$ cat src/rtl/axis_in_pack.sv
// rtl/axis_in_pack.sv - column-gathering AXI-Stream receiver
// Packs COLS narrow beats into one wide word; an early s_last zero-pads the lower columns.
module axis_in_pack #(
  parameter int ROWS       = 2,
  parameter int COLS       = 4,
  parameter int WORD_WIDTH = 8,
  localparam int CW        = $clog2(COLS + 1)
) (
  input  logic                                        aclk,
  input  logic                                        aresetn,
  input  logic                                        s_valid,
  output logic                                        s_ready,
  input  logic [ROWS-1:0][WORD_WIDTH-1:0]             s_data,
  input  logic                                        s_last,
  input  logic                                        m_ready,
  output logic                                        m_valid,
  output logic [COLS-1:0][ROWS-1:0][WORD_WIDTH-1:0]   m_data,
  output logic [COLS-1:0]                             m_keep,
  output logic                                        m_last,
  output logic [CW-1:0]                               m_cols
);

  typedef enum logic [1:0] {FILL, PAD, OUT} state_t;

  localparam logic [CW-1:0] COLS_C = CW'(COLS);

  state_t                                     state_q, state_d;
  logic [CW-1:0]                              count_q, count_d;
  logic                                       s_ready_q, s_ready_d;
  logic                                       m_valid_q, m_valid_d;
  logic                                       m_last_q, m_last_d;
  logic [COLS-1:0][ROWS-1:0][WORD_WIDTH-1:0]  m_data_q, m_data_d;
  logic [COLS-1:0]                            m_keep_q, m_keep_d;
  logic [CW-1:0]                              m_cols_q, m_cols_d;
  logic [CW-1:0]                              count_inc;

  assign count_inc = count_q + CW'(1);

  always_comb begin
    state_d   = state_q;
    count_d   = count_q;
    s_ready_d = s_ready_q;
    m_valid_d = m_valid_q;
    m_last_d  = m_last_q;
    m_data_d  = m_data_q;
    m_keep_d  = m_keep_q;
    m_cols_d  = m_cols_q;
    case (state_q)
      FILL: begin
        if (s_valid) begin
          // Shift left so the first beat of the word ends up in column COLS-1.
          m_data_d = {m_data_q[COLS-2:0], s_data};
          m_keep_d = {m_keep_q[COLS-2:0], 1'b1};
          count_d  = count_inc;
          m_cols_d = count_inc;
          if (count_inc == COLS_C) begin
            state_d   = OUT;
            s_ready_d = 1'b0;
            m_valid_d = 1'b1;
            m_last_d  = s_last;
          end else if (s_last) begin
            state_d   = PAD;
            s_ready_d = 1'b0;
            m_last_d  = 1'b1;
          end
        end
      end
      PAD: begin
        m_data_d = {m_data_q[COLS-2:0], {(ROWS*WORD_WIDTH){1'b0}}};
        m_keep_d = {m_keep_q[COLS-2:0], 1'b0};
        count_d  = count_inc;
        if (count_inc == COLS_C) begin
          state_d   = OUT;
          m_valid_d = 1'b1;
        end
      end
      OUT: begin
        if (m_ready) begin
          state_d   = FILL;
          s_ready_d = 1'b1;
          m_valid_d = 1'b0;
          count_d   = '0;
          m_keep_d  = '0;
          m_last_d  = 1'b0;
        end
      end
      default: begin
        state_d   = FILL;
        s_ready_d = 1'b1;
        m_valid_d = 1'b0;
        count_d   = '0;
      end
    endcase
  end

  always_ff @(posedge aclk or negedge aresetn) begin
    if (!aresetn) begin
      state_q   <= FILL;
      count_q   <= '0;
      s_ready_q <= 1'b1;
      m_valid_q <= 1'b0;
      m_last_q  <= 1'b0;
      m_data_q  <= '0;
      m_keep_q  <= '0;
      m_cols_q  <= '0;
    end else begin
      state_q   <= state_d;
      count_q   <= count_d;
      s_ready_q <= s_ready_d;
      m_valid_q <= m_valid_d;
      m_last_q  <= m_last_d;
      m_data_q  <= m_data_d;
      m_keep_q  <= m_keep_d;
      m_cols_q  <= m_cols_d;
    end
  end

  assign s_ready = s_ready_q;
  assign m_valid = m_valid_q;
  assign m_last  = m_last_q;
  assign m_data  = m_data_q;
  assign m_keep  = m_keep_q;
  assign m_cols  = m_cols_q;

endmodule

$ cat config.mk
export PLATFORM = sky130hd
export DESIGN_NAME = axis_in_pack
export DESIGN_NICKNAME = d
export VERILOG_FILES = /design/src/rtl/axis_in_pack.sv
export SDC_FILE = /design/constraint.sdc
export NUM_CORES = 1
export LEC_CHECK = 0
export CAP_MARGIN = 20
export CORE_MARGIN = 4
export CORE_UTILIZATION = 25
export DETAILED_ROUTE_END_ITERATION = 12
export GPL_TIMING_DRIVEN = 0
export HOLD_SLACK_MARGIN = 0.12
export PLACE_DENSITY_LB_ADDON = 0.08
export SKIP_CTS_REPAIR_TIMING = 1
export SLEW_MARGIN = 20
export SYNTH_ARGS = -nofsm -noshare
export SYNTH_HDL_FRONTEND = slang
export SYNTH_SLANG_ARGS = --single-unit
$ cat constraint.sdc
create_clock -name aclk -period 2.3 [get_ports aclk]
set_input_delay 0.23 -clock aclk [delete_from_list [all_inputs] [get_ports aclk]]
set_output_delay 0.23 -clock aclk [all_outputs]
set_load 0.02 [all_outputs]
# After elaboration in Yosys (flattened, before gate mapping)
# Index checks and enable logic that the tools add are counted.
[word_totals]
mem_bits_ro = 0
mem_count = 0
latchBits = 0
input_bits = 21
mem_bits_rw = 0
reg_bits = 79
[classes]
n_eq_ne = 7
order_cmp = 0
mux = 27
n_mul = 0
add_sub_neg = 1
n_div = 0
shifts = 0
bitwise = 1
n_reduce_logical = 11
[op_table]
columns = ["op", "count"]
rows = [
  ["$pmux W64 S2", 1],
  ["$mux W64", 1],
  ["$pmux W4 S3", 1],
  ["$reduce_and A4 Y1", 3],
  ["$mux W1", 10],
  ["$mux W2", 5],
  ["$pmux W3 S3", 1],
  ["$mux W4", 2],
  ["$mux W3", 2],
  ["$ne A2 B2 Y1 const B", 3],
  ["$pmux W1 S3", 2],
  ["$pmux W2 S3", 1],
  ["$reduce_and A2 Y1", 3],
  ["$reduce_bool A2 Y1", 2],
  ["$add A3 B1 Y3 const B", 1],
  ["$eq A3 B3 Y1 const B", 1],
  ["$ne A3 B3 Y1 const B", 1],
  ["$reduce_and A3 Y1", 1],
  ["$reduce_bool A3 Y1", 1],
  ["$eq A2 B1 Y1 const B", 1],
  ["$eq A2 B2 Y1 const B", 1],
  ["$logic_not A2 Y1", 1],
  ["$pmux W1 S2", 1],
  ["$not A1 Y1", 1],
]

# Longest topological paths before layout
# Gate-level depths: netlist of run 1.
[depth]
word_depth = 5
depth_mapped = 8
ltp_nobuf = 5

# Worst setup path before layout of run 1
# No wires, ideal clock.
[synth_path]
path_kind = "flip-flop to flip-flop"
start = "register state_q[0]"
end = "register m_data_q, in the netlist m_data[16]"
required_time_ps = 2175
path_slack_ps = 549
n_path_buf = 3
path_stages_with_launch = 8
arrival_time_ps = 1626
path_cell_list = "dfrtp_1 -> inv_1 -> ha_1 -> buf_4 -> mux2i_2 -> buf_6 -> buf_8 -> mux2_4"
[synth_between]
elab_chain_len = 3
word_cells_on_any_way = 6
classes_between = "2 x eq/ne; 1 x mux; 3 x reduce/logical"
[synth_rtl]
columns = ["element", "line", "rtl"]
rows = [
  ["start, declared", "27", "state_t state_q, state_d;"],
  ["start signal, assigned", "107", "state_q <= state_d;"],
  ["$eq A2 B1 Y1 / $logic_not A2 Y1 (equally long branches)", "48", "case (state_q)"],
  ["$reduce_bool A2 Y1 (no line) / $ne A2 B2 Y1 (equally long branches)", "--", ""],
  ["$reduce_and A2 Y1 (no line)", "--", ""],
  ["end signal, assigned", "112", "m_data_q <= m_data_d;"],
  ["end, declared", "32", "logic [COLS-1:0][ROWS-1:0][WORD_WIDTH-1:0] m_data_q, m_data_d;"],
]
# Several ways; a longest one is shown, not always the timed one.
# A chain may end at the register's enable or synchronous reset.

# Final worst setup path of run 1
[layout_path]
start = "register state_q[0]"
end = "register m_data_q, in the netlist m_data[2]"
# The elaborated chain is that of the path after synthesis.

==> results of run 1 <==
==> worst max path at each step <==
stage                      end  slack (ns)
floorplan           m_data[16]        0.55
global placement    m_data[54]       -2.21
detailed placement   m_data[2]        0.22
CTS                  m_data[2]        0.25
global route         m_data[2]        0.11
finish               m_data[2]        0.30
==> per-layer routing <==
layer  up-vias  track usage (%)  wire length [um]
met5         -                0                 0
met4         0             5.68               197
met3        12             3.01               413
met2        59             16.6              3840
met1      1054             13.8              3830
li1       1060                -                 -
==> critical path: cells and delay by family (launching register included) <==
family,cells,cell delay [ns]
buf+inv,3,0.61
simple gates,2,0.59
flops,1,0.42
compound gates,1,0.18
fa+ha+maj,1,0.15
==> cells in the final DEF (no fill, tap or decap), types with 2 or more instances in the layout <==
master                            instances
sky130_fd_sc_hd__buf_2                    4
sky130_fd_sc_hd__mux2i_1                  4
sky130_fd_sc_hd__a22o_1                  17
sky130_fd_sc_hd__dfrtp_1                 78
sky130_fd_sc_hd__nor2b_1                  2
sky130_fd_sc_hd__mux2_2                  27
sky130_fd_sc_hd__ha_1                     6
sky130_fd_sc_hd__buf_4                   51
sky130_fd_sc_hd__mux2_4                  20
sky130_fd_sc_hd__buf_8                    2
sky130_fd_sc_hd__mux2_1                   3
sky130_fd_sc_hd__clkbuf_16                9
sky130_fd_sc_hd__o21ai_0                  4
sky130_fd_sc_hd__o31ai_1                  2
sky130_fd_sc_hd__o2bb2ai_1                2
sky130_fd_sc_hd__clkbuf_1                 2
sky130_fd_sc_hd__inv_1                    9
sky130_fd_sc_hd__nand2_1                  7
sky130_fd_sc_hd__buf_6                    2
sky130_fd_sc_hd__clkinv_2                 3
sky130_fd_sc_hd__clkdlybuf4s50_1         93
==> kinds of logic after synthesis <==
logic type	count (synthesis)
muxes	55
buffers and inverters	68
DFF	79
AOI/OAI and AO/OA	31
adders and majority gates	6
and+or+nand+nor	17
==> registers in the layout, summed over array words and instances, names as in the netlist <==
signal,flops
m_valid,1
s_ready,1
m_last,1
count_q,3
m_cols,3
m_keep,4
m_data,64
state_q,2
==> Yosys cell counts, drive strengths merged <==
library cell  count
o21ai             4
dfrtp            78
nor2b             2
buf              58
o31ai             2
nor3              2
clkbuf            1
a21o              1
a21oi             1
ha                6
nor3b             1
a211oi            1
o31a              1
o22ai             1
dfstp             1
a22o             17
o32a              1
nand3             1
nand2             7
mux2i             5
nand2b            1
nor2              2
or2               1
inv               9
mux2             50
o2bb2ai           2
==> power breakdown <==
| part | internal, mW | switching, mW | leakage [nW] |
|---|---|---|---|
| logic | 2.43 | 1.86 | 1.23 |
| registers | 2.01 | 0.415 | 1.01 |
| clock network | 0.837 | 0.578 | 0.142 |
==> layout make-up <==
| cell class | count | area share, % |
|---|---|---|
| plain buffers | 59 | 8.93 |
| clock buffers | 10 | 4.53 |
| inverters | 9 | 0.668 |
| multi-input cells | 109 | 21.8 |
| well taps | 180 | 4.45 |
| clock inverters | 6 | 1.21 |
| repair buffers | 96 | 19.3 |
| flip-flops and latches | 79 | 39.1 |
==> through the flow <==
step                      hold WS [ns]  cells  instance area (um^2)
final                            0.412    548                  5060
after global routing             0.472    548                  5060
after CTS                       -0.134    547                  5050
after detailed placement         0.240    531                  4760
after global placement           0.466    530                  4730
after floorplan                -0.0656    256                  3570
==> impl_summary.log, run 1 <==
[metrics] status: finished clean
[metrics] net count after synthesis: 283
[metrics] Worst Reg-to-Reg Cells: 7
[metrics] smallest setup slack after layout: 0.296 ns
[metrics] initial antenna violation count: 0
[metrics] minimum setup slack after placement: 0.224 ns
[metrics] standard cell core area: 13900 um^2
[metrics] number of buffer cells added on primary ports: 94
[metrics] final total power: about 8 mW
[metrics] portion of synthesized cell area occupied by the leading cell type: 54.7%
[metrics] share of the yosys chip area belonging to registers: 55.5%
[metrics] Yosys top cell by area: sky130_fd_sc_hd__dfrtp_1
[metrics] # fillers: roughly 1400
[metrics] Worst setup SP type: register
[metrics] largest net degree at the start of global routing: 46
[metrics] overall global routing resource usage: around 11%
[metrics] Final Net Count: just under 400
[metrics] number of buffers created by CTS: 9
[metrics] multiplexer fraction of the synthesized cell area: 19.4%
[metrics] FF-to-FF setup slack: 0.30 ns
[metrics] Power Dens Cells: 1610 nW/um^2
[metrics] area growth from synthesis to final layout: 41.8%
[metrics] Period Utilization, post-route: 87.1%
[metrics] die footprint: 16200 um^2
[metrics] drt wl/cell: between 15 and 20 um
[metrics] final critical delay including setup and external delays: approximately 2.0 ns
[metrics] share of layout cells above drive strength 1: 34.2%
[metrics] max-slew violations: 0
[metrics] multi-input gate area in the final layout: 1100 um^2
[metrics] Synthesis Warnings: 0
[metrics] Synth Area in XOR/XNOR: 0%
[metrics] die width: 127 um
[metrics] critical-path cell list: inv_1 -> ha_1 -> buf_4 -> nand2_1 -> nor2_2 -> buf_2 -> a22o_1
[metrics] upper clock frequency limit: 0.499 GHz
[metrics] number of instances in the synthesized netlist: 256
[metrics] GPL Wtd Cong: 0.694
[metrics] slowest cell on the critical path: sky130_fd_sc_hd__dfrtp_1
[metrics] mapped cell area: 3570 um^2
[metrics] transition time of the tightest slew-check pin: 0.501 ns
[metrics] worst skew pair latency: 0.34 ns
[metrics] flip-flop and latch area: 1980 um^2
[metrics] synthesized-area fraction occupied by adder cells: 2.11%
[metrics] detailed placer's ending HPWL: 5.77 mm
[metrics] total congestion overflow after global routing: 0
[metrics] antenna-violating nets left: 0
[metrics] Leakage: about 2.4 nW
[metrics] final WL: 8.28 mm
[metrics] vias after detailed routing: 2185
[metrics] total of endpoints with negative setup slack in the final report: 0
[metrics] std cell rows: 43
[metrics] Worst Path Arrival: 2.28 ns
[metrics] clock tree buffer depth: 2
[metrics] final routed DRC violation total: 0
[metrics] ranking of synthesized cells by area: sky130_fd_sc_hd__dfrtp_1 (55%), sky130_fd_sc_hd__buf_4 (11%), sky130_fd_sc_hd__mux2_2 (8.5%)
[metrics] slowest cell delay on critical path: between 0.4 and 0.5 ns
[metrics] largest fanout on the critical path: 10
[metrics] type of the setup path with the least slack: register to register
[metrics] largest family of logic cells by synthesized area: multiplexers
[metrics] beginning of the worst register-to-register path: state_q[0]
[metrics] first-pass GRT wire length: 13.3 mm
[metrics] worst vdd ir: 0.501 mV
[metrics] 1st-iter DRT viols: 80
[metrics] unrepaired setup endpoints after global routing: no
[metrics] antenna diode count: 0
[metrics] number of violations of the max-capacitance limit: 0
[metrics] initial core utilization: between 20% and 30%
[metrics] final core utilization: about 36%
[metrics] synthesized flop and latch total: 79
[metrics] CP Launch Point: state_q[0]
[metrics] Hold WC Path Type: primary input to async pin
[metrics] tightest slew margin relative to the limit: 66.6%
[metrics] Req. time, crit path: ~2.6 ns
[metrics] critical path endpoint category: register
[metrics] TritonCTS clock tree: yes
[metrics] IO Pins: 95
[metrics] Final Hold Violating Endpoints: 0
[metrics] Avg Inst Size Synth: 13.9 um^2
[metrics] level count of the clock H-tree: 3
[metrics] Clk Tree Root Cell: sky130_fd_sc_hd__clkbuf_16
[metrics] Distinct cells, synth: 34
[metrics] vias per cell: 3.99
[metrics] Initial DRT Pass Iterations: 4
[metrics] post-synthesis share of cell area spent on and, or, nand and nor gates: 2.49%
[metrics] clock transition at the register clock pins on the worst setup and hold paths after CTS: roughly 0.06 ns
[metrics] worst clock skew: ~0.0053 ns
[metrics] die outline height: 127 um
[metrics] TNS Setup: 0 ns
[metrics] compound-cell area share of the yosys netlist: 6.91%
[metrics] reg-to-reg critical path endpoint: m_data[2]
[metrics] clock sink count: 79
[metrics] vias in the first global route: 2382
Power figures use the tool's default switching activity.
==> inputs of run 2 (changes only) <==
--- a/config.mk
+++ b/config.mk
@@ -10,7 +10,7 @@
 export CORE_UTILIZATION = 25
 export DETAILED_ROUTE_END_ITERATION = 12
 export GPL_TIMING_DRIVEN = 0
-export HOLD_SLACK_MARGIN = 0.12
+export HOLD_SLACK_MARGIN = 0.08
 export PLACE_DENSITY_LB_ADDON = 0.08
 export SKIP_CTS_REPAIR_TIMING = 1
 export SLEW_MARGIN = 20
==> results of run 2 <==
Same layout as run 1: the final DEF is identical, and so are final timing and power.
==> inputs of run 3 (changes only) <==
--- a/config.mk
+++ b/config.mk
@@ -12,7 +12,6 @@
 export GPL_TIMING_DRIVEN = 0
 export HOLD_SLACK_MARGIN = 0.08
 export PLACE_DENSITY_LB_ADDON = 0.08
-export SKIP_CTS_REPAIR_TIMING = 1
 export SLEW_MARGIN = 20
 export SYNTH_ARGS = -nofsm -noshare
 export SYNTH_HDL_FRONTEND = slang
==> results of run 3 <==
Same layout as run 1: the final DEF is identical, and so are final timing and power.
Main changes from that run: via count of the first global-routing pass 2382 -> 2391; met2 usage 16.6% -> 16.7%
